File: config.mk
export PLATFORM = sky130hd
export DESIGN_NAME = lsu
export DESIGN_NICKNAME = d
export VERILOG_FILES = /design/src/rtl/riscv_lsu_pkg.sv /design/src/rtl/lsu_data_align.sv /design/src/rtl/lsu.sv
export SDC_FILE = /design/constraint.sdc
export NUM_CORES = 1
export LEC_CHECK = 0
export CORE_ASPECT_RATIO = 0.8
export CORE_MARGIN = 10
export CORE_UTILIZATION = 42
export DETAILED_ROUTE_END_ITERATION = 8
export PLACE_DENSITY = 0.77
export SLEW_MARGIN = 20
export SYNTH_ARGS = -nofsm -noshare
export SYNTH_HDL_FRONTEND = slang
export SYNTH_SLANG_ARGS = --single-unit
File: constraint.sdc
create_clock -name clk_i -period 2.3 [get_ports clk_i]
set_input_delay 0.46 -clock clk_i [delete_from_list [all_inputs] [get_ports clk_i]]
set_output_delay 0.46 -clock clk_i [all_outputs]
set_load 0.03 [all_outputs]
File: src/rtl/riscv_lsu_pkg.sv
`default_nettype none
// ============================================================================
// Module      : riscv_lsu_pkg
// Description : Shared constants and types for the load/store unit:
//               funct3 access sizes, error codes and FSM state encoding.
// Revision    : 1.0 - initial release
// ============================================================================
package riscv_lsu_pkg;

  // funct3 encodings for loads and stores
  localparam logic [2:0] LDST_B  = 3'b000;
  localparam logic [2:0] LDST_H  = 3'b001;
  localparam logic [2:0] LDST_W  = 3'b010;
  localparam logic [2:0] LDST_BU = 3'b100;
  localparam logic [2:0] LDST_HU = 3'b101;

  // err_o encodings
  localparam logic [1:0] ERR_NONE     = 2'b00;
  localparam logic [1:0] ERR_MISALIGN = 2'b01;
  localparam logic [1:0] ERR_ILLEGAL  = 2'b10;
  localparam logic [1:0] ERR_TIMEOUT  = 2'b11;

  typedef enum logic [1:0] {
    ST_IDLE = 2'd0,
    ST_REQ  = 2'd1,
    ST_RESP = 2'd2,
    ST_DONE = 2'd3
  } lsu_state_t;

endpackage
`default_nettype wire

File: src/rtl/lsu_data_align.sv
`default_nettype none
// ============================================================================
// Module      : lsu_data_align
// Description : Combinational data formatting for the LSU. The request side
//               checks legality/alignment and builds byte enables and
//               lane-replicated store data; the response side extracts and
//               sign/zero-extends load data from the returned bus word.
// Revision    : 1.0 - initial release
// ============================================================================
module lsu_data_align
  import riscv_lsu_pkg::*;
(
  input  logic [2:0]  req_size_i,
  input  logic        req_we_i,
  input  logic [1:0]  req_addr_lo_i,
  input  logic [31:0] req_wdata_i,
  output logic [3:0]  be_o,
  output logic [31:0] wdata_o,
  output logic        illegal_o,
  output logic        misalign_o,
  input  logic [2:0]  rsp_size_i,
  input  logic [1:0]  rsp_addr_lo_i,
  input  logic [31:0] rdata_i,
  output logic [31:0] rdata_o
);

  logic [31:0] byte_shift;
  logic [31:0] half_shift;
  logic        sign_ext;

  // Legality and alignment; an illegal size never also reports misalignment
  always_comb begin
    illegal_o  = 1'b0;
    misalign_o = 1'b0;
    case (req_size_i)
      LDST_B, LDST_BU: misalign_o = 1'b0;
      LDST_H, LDST_HU: misalign_o = req_addr_lo_i[0];
      LDST_W:          misalign_o = (req_addr_lo_i != 2'b00);
      default:         illegal_o  = 1'b1;
    endcase
    // Stores have no unsigned variants
    if (req_we_i && req_size_i[2]) begin
      illegal_o = 1'b1;
    end
    if (illegal_o) begin
      misalign_o = 1'b0;
    end
  end

  // Byte enables and store lane replication (same enables used for loads)
  always_comb begin
    case (req_size_i[1:0])
      2'b00: begin
        be_o    = 4'b0001 << req_addr_lo_i;
        wdata_o = {4{req_wdata_i[7:0]}};
      end
      2'b01: begin
        be_o    = 4'b0011 << req_addr_lo_i;
        wdata_o = {2{req_wdata_i[15:0]}};
      end
      default: begin
        be_o    = 4'b1111;
        wdata_o = req_wdata_i;
      end
    endcase
  end

  // Load lane extraction and extension; funct3[2] selects zero extension
  always_comb begin
    byte_shift = rdata_i >> {rsp_addr_lo_i, 3'b000};
    half_shift = rdata_i >> {rsp_addr_lo_i[1], 4'b0000};
    sign_ext   = ~rsp_size_i[2];
    case (rsp_size_i[1:0])
      2'b00:   rdata_o = {{24{sign_ext & byte_shift[7]}}, byte_shift[7:0]};
      2'b01:   rdata_o = {{16{sign_ext & half_shift[15]}}, half_shift[15:0]};
      default: rdata_o = rdata_i;
    endcase
  end

endmodule
`default_nettype wire

File: src/rtl/lsu.sv
`default_nettype none
// ============================================================================
// Module      : lsu
// Description : Load/store unit. Accepts one access from execute, runs a
//               req/gnt/rvalid bus transaction with a timeout, and returns
//               formatted load data to the register file write port.
// Revision    : 1.0 - initial release
// ============================================================================
module lsu
  import riscv_lsu_pkg::*;
#(
  parameter int unsigned TIMEOUT_CYCLES = 255
) (
  input  logic        clk_i,
  input  logic        rst_n_i,
  input  logic        req_i,
  input  logic        we_i,
  input  logic [2:0]  size_i,
  input  logic [31:0] addr_i,
  input  logic [31:0] wdata_i,
  input  logic [4:0]  rd_i,
  output logic        stall_o,
  output logic [1:0]  err_o,
  output logic        rf_we_o,
  output logic [4:0]  rf_wa_o,
  output logic [31:0] rf_wd_o,
  output logic        mem_req_o,
  output logic        mem_we_o,
  output logic [3:0]  mem_be_o,
  output logic [31:0] mem_addr_o,
  output logic [31:0] mem_wdata_o,
  input  logic        mem_gnt_i,
  input  logic        mem_rvalid_i,
  input  logic [31:0] mem_rdata_i
);

  lsu_state_t  state_q, state_d;
  logic [15:0] cnt_q, cnt_d;
  logic [2:0]  size_q, size_d;
  logic [1:0]  addr_lo_q, addr_lo_d;
  logic [4:0]  rd_q, rd_d;
  logic        mem_req_q, mem_req_d;
  logic        mem_we_q, mem_we_d;
  logic [3:0]  mem_be_q, mem_be_d;
  logic [31:0] mem_addr_q, mem_addr_d;
  logic [31:0] mem_wdata_q, mem_wdata_d;
  logic        rf_we_q, rf_we_d;
  logic [4:0]  rf_wa_q, rf_wa_d;
  logic [31:0] rf_wd_q, rf_wd_d;
  logic [1:0]  err_q, err_d;

  logic [3:0]  fmt_be;
  logic [31:0] fmt_wdata;
  logic        fmt_illegal;
  logic        fmt_misalign;
  logic [31:0] load_data;
  logic        timeout;

  lsu_data_align u_align (
    .req_size_i    (size_i),
    .req_we_i      (we_i),
    .req_addr_lo_i (addr_i[1:0]),
    .req_wdata_i   (wdata_i),
    .be_o          (fmt_be),
    .wdata_o       (fmt_wdata),
    .illegal_o     (fmt_illegal),
    .misalign_o    (fmt_misalign),
    .rsp_size_i    (size_q),
    .rsp_addr_lo_i (addr_lo_q),
    .rdata_i       (mem_rdata_i),
    .rdata_o       (load_data)
  );

  // Counter already holds (cycles spent - 1); abort on the cycle that reaches the limit
  assign timeout = (({1'b0, cnt_q} + 17'd1) == 17'(TIMEOUT_CYCLES));

  // Core is held while a legal request is being accepted or the bus access is in flight
  assign stall_o = ((state_q == ST_IDLE) && req_i && !fmt_illegal && !fmt_misalign)
                 || (state_q == ST_REQ) || (state_q == ST_RESP);

  // Next-state and registered-output computation
  always_comb begin
    state_d     = state_q;
    cnt_d       = cnt_q;
    size_d      = size_q;
    addr_lo_d   = addr_lo_q;
    rd_d        = rd_q;
    mem_req_d   = mem_req_q;
    mem_we_d    = mem_we_q;
    mem_be_d    = mem_be_q;
    mem_addr_d  = mem_addr_q;
    mem_wdata_d = mem_wdata_q;
    rf_we_d     = 1'b0;
    rf_wa_d     = rf_wa_q;
    rf_wd_d     = rf_wd_q;
    err_d       = ERR_NONE;
    case (state_q)
      ST_IDLE: begin
        if (req_i) begin
          if (fmt_illegal) begin
            err_d = ERR_ILLEGAL;
          end else if (fmt_misalign) begin
            err_d = ERR_MISALIGN;
          end else begin
            size_d      = size_i;
            addr_lo_d   = addr_i[1:0];
            rd_d        = rd_i;
            mem_we_d    = we_i;
            mem_be_d    = fmt_be;
            mem_addr_d  = {addr_i[31:2], 2'b00};
            mem_wdata_d = fmt_wdata;
            mem_req_d   = 1'b1;
            cnt_d       = 16'd0;
            state_d     = ST_REQ;
          end
        end
      end
      ST_REQ: begin
        cnt_d = cnt_q + 16'd1;
        if (timeout) begin
          err_d     = ERR_TIMEOUT;
          mem_req_d = 1'b0;
          state_d   = ST_IDLE;
        end else if (mem_gnt_i) begin
          mem_req_d = 1'b0;
          state_d   = ST_RESP;
        end
      end
      ST_RESP: begin
        cnt_d = cnt_q + 16'd1;
        if (timeout) begin
          err_d   = ERR_TIMEOUT;
          state_d = ST_IDLE;
        end else if (mem_rvalid_i) begin
          state_d = ST_DONE;
          if (!mem_we_q) begin
            rf_we_d = (rd_q != 5'd0);
            rf_wa_d = rd_q;
            rf_wd_d = load_data;
          end
        end
      end
      default: begin
        state_d = ST_IDLE;
      end
    endcase
  end

  // State and output registers; reset abandons any access immediately
  always_ff @(posedge clk_i or negedge rst_n_i) begin
    if (!rst_n_i) begin
      state_q     <= ST_IDLE;
      cnt_q       <= 16'd0;
      size_q      <= 3'd0;
      addr_lo_q   <= 2'd0;
      rd_q        <= 5'd0;
      mem_req_q   <= 1'b0;
      mem_we_q    <= 1'b0;
      mem_be_q    <= 4'd0;
      mem_addr_q  <= 32'd0;
      mem_wdata_q <= 32'd0;
      rf_we_q     <= 1'b0;
      rf_wa_q     <= 5'd0;
      rf_wd_q     <= 32'd0;
      err_q       <= ERR_NONE;
    end else begin
      state_q     <= state_d;
      cnt_q       <= cnt_d;
      size_q      <= size_d;
      addr_lo_q   <= addr_lo_d;
      rd_q        <= rd_d;
      mem_req_q   <= mem_req_d;
      mem_we_q    <= mem_we_d;
      mem_be_q    <= mem_be_d;
      mem_addr_q  <= mem_addr_d;
      mem_wdata_q <= mem_wdata_d;
      rf_we_q     <= rf_we_d;
      rf_wa_q     <= rf_wa_d;
      rf_wd_q     <= rf_wd_d;
      err_q       <= err_d;
    end
  end

  assign err_o       = err_q;
  assign rf_we_o     = rf_we_q;
  assign rf_wa_o     = rf_wa_q;
  assign rf_wd_o     = rf_wd_q;
  assign mem_req_o   = mem_req_q;
  assign mem_we_o    = mem_we_q;
  assign mem_be_o    = mem_be_q;
  assign mem_addr_o  = mem_addr_q;
  assign mem_wdata_o = mem_wdata_q;

endmodule
`default_nettype wire
==> metrics.yaml <==
slew_viol_final: 0
power_leakage_uw: 0.00479
numCtsBuffers: 17
synth_area_mm2: 0.00682
cts.sinks: 136
p_clk_share_pct: 19.6
area_delta_synth_final_pct: 52.2
routed_wl_mm: 20.8
swShare_pct: 40.2
power_density_mw_per_mm2: 1410
async_reset_ff_share_pct: 100
drive_gt1_share_pct: 22.9
final_cell_area_mm2: 0.0104
max_freq_mhz: 445
drt_iter0_drc: 354
rows: 41
synth_edf_count: 0
yosysWarnings: 0
post_dp_cell_area_mm2: 0.00967
core_mm2: 0.0159
path_cells: "ha_4 -> and3_4 -> nand3_2 -> a2bb2oi_1 -> a211oi_2 -> nand4_4 -> nand4b_4 -> buf_12 -> mux2_2"
grt_pass1_wl_mm: 32.9
cp_slowest_stage_delay_ns: 0.40
grt_setup_unrepaired: "true"
place_ws_ns: -0.257
drt-met1-wl_mm: 8.68
drv_cap: 0
crit_path_start_kind: "register"
netSwitchingPower_uw: 5900
reg2regPathDepth: 9
maxSlewHeadroom_pct: 62.9
cp_slowest_cell: "dfrtp_2"
synth.distinct_cells: 58
fin_hold_ws_ns: -0.00118
setup_slack_ns: 0.0537
status: "complete, but fails checks"
antenna_found_initial: 0
synth_flop_cell: "dfrtp_1"
finalClockSkew_ns: 0.00950
hold_buffers: 0
violations: "hold timing"
layout_common_cells: "215 x clkdlybuf4s50_1, 134 x dfrtp_1, 101 x nand2_1, 57 x mux2_2, 57 x buf_4"
via_per_inst: 5.16
criticalPathCategory: "reg -> reg"
worst_pin_slew_ns: 0.554
gr-usage-all-layers_pct: 19.1
gp_congestion: 0.902
nets: 1006
critPathMaxFanout: 18
die_area_mm2: 0.0218
timing.rr.end: "rf_wd_o[20]"
p_comb_share_pct: 51.8
grt_max_degree: 63
crit_end: "rf_wd_o[20]"
boundaryPins: 221
antenna_left: 0
drc_errors: 0
htree_levels: 4
firstDrtPassIters: 4
num_antenna_cells: 0
arrival_ns: 2.55
wl_per_cell_um: 18.6
cts_tree: "built"
seq_area_frac_synth_pct: 49.9
dp.final_hpwl_mm: 15.5
fin_util_pct: 65.5
setup.worst_path.end_class: "register"
r2r_slack_ns: 0.05
met3_length_mm: 2.14
ys_ff_latch: 136
fin_setup_tns_ns: 0
clkSlewWorstSetupHoldPaths_ns: 0.06
multi_input_area_mm2: 0.00324
final_hold_viol_count: 1
die_y_um: 134
fillers: 1232
r2r-start: "cnt_q[0]"
p_int_uw: 8780
dr.max_layer_used: "met4"
wl_met2_mm: 9.65
total_power_uw: 14700
syn-instance-count: 626
fp.dieW_um: 162
grt_pass1_vias: 6029
cts_max_path_buffers: 2
startpoint: "cnt_q[0]"
syn_avg_cell_area_um2: 10.9
grt_remaining_overflow: 0
start_util_pct: 43.0
setup_viol: 0
regArea_mm2: 0.00341
numPortBuffers: 218
finalCritPeriodShare_pct: 97.7
min_path_type: "in -> async"
clk_latency_ns: 0.42
fin_crit_ns: 2.25
final_common_cell: "clkdlybuf4s50_1"
num_vias: 5767
vdd_drop_max_uv: 1160
pwr-share-seq_pct: 28.6
cts-root-buf: "clkbuf_16"
worst_ep_required_time_ns: 2.60
cell usage after synthesis, drive strengths merged, types with 3 or more instances:
library cell | count | area share, %
dfrtp | 136 | 50
nand2 | 103 | 5.7
mux2 | 86 | 15
o21ai | 53 | 3.9
mux2i | 34 | 5.0
nor2 | 27 | 1.5
a21oi | 26 | 2.0
clkbuf | 25 | 1.4
inv | 17 | 0.94
buf | 15 | 1.6
a221o | 12 | 1.8
nand3 | 12 | 1.1
nor3 | 12 | 1.0
ha | 6 | 1.1
nand4 | 5 | 0.90
a22o | 4 | 0.51
nor2b | 4 | 0.37
or2 | 4 | 0.37
and3 | 3 | 0.28
nand3b | 3 | 0.33
kinds of logic (layout without fill, tap and decap cells):
logic type	Yosys count	count (layout)	synth area share, %
multiplexers	121	121	20.6
flip-flops	136	136	49.9
AO/OA/AOI/OAI	117	117	10.8
AND/OR/NAND/NOR	184	184	13.0
adder cells (fa/ha/maj)	6	6	1.10
other	1	2	0.0550
buffers and inverters	57	333	3.95
XOR/XNOR	4	4	0.514
flip-flops by register name (all words and copies together), names as in the netlist:
name and cells:
mem_wdata_o 32, rf_wd_o 32, mem_addr_o 30, cnt_q 16
rd_q 5, rf_wa_o 5, mem_be_o 4, size_q 3
addr_lo_q 2, err_o 2, state_q 2, mem_req_o 1
mem_we_o 1, rf_we_o 1
metal layers:
metal | GRT usage (%) | vias up
met4 | 5.05 | 0
met3 | 9.17 | 20
li1 | - | 2746
met5 | 0 | -
met1 | 22.7 | 2785
met2 | 30.2 | 216
area by class of cell:
cell class / instances / share of cell area, %
Inverter: 17 / 0.615
Sequential cell: 136 / 32.8
Timing Repair Buffer: 284 / 26.8
Multi-Input combinational cell: 434 / 31.2
Clock buffer: 20 / 4.40
Clock inverter: 12 / 1.59
Tap cell: 215 / 2.59
worst max-delay path: cells and delay by family, from the launching register on:
family                     cells  cell delay (ns)
AOI/OAI and AO/OA              2             0.41
adders and majority gates      1             0.15
buffers and inverters          1             0.19
DFF                            1             0.40
muxes                          1             0.35
and+or+nand+nor                4             0.62
repair_timing:
item,CTS,global route
setup endpoints to repair,11,37
gates resized for setup,2,17
buffers inserted,0,2
pin swaps,0,4
power groups by stage:
stage | clock network (uW) | registers [uW] | logic, uW
6_report | 2880 | 4200 | 7600
5_1_grt | 3060 | 4350 | 8090
4_1_cts | 2930 | 4190 | 7570
3_5_place_dp | 0 | 4220 | 7510
3_3_place_gp | 0 | 4170 | 7430
2_1_floorplan | 0 | 5900 | 2510
through the flow:
step                      hold slack, ns  std cells
after floorplan                    0.164        627
after global placement             0.453       1084
after detailed placement           0.458       1084
after CTS                        0.00375       1116
after global routing              0.0233       1118
final                           -0.00118       1118
worst min-delay path by stage:
stage / startpoint / to / cells after the start
after detailed placement: rst_n_i / mem_wdata_o[3] / 1
after floorplan: rst_n_i / addr_lo_q[0] / 0
after CTS: rst_n_i / mem_wdata_o[3] / 1
after global placement: rst_n_i / mem_wdata_o[3] / 1
final: rst_n_i / mem_addr_o[8] / 1
after global routing: rst_n_i / mem_wdata_o[26] / 1
(Power assumes the default switching activity.)
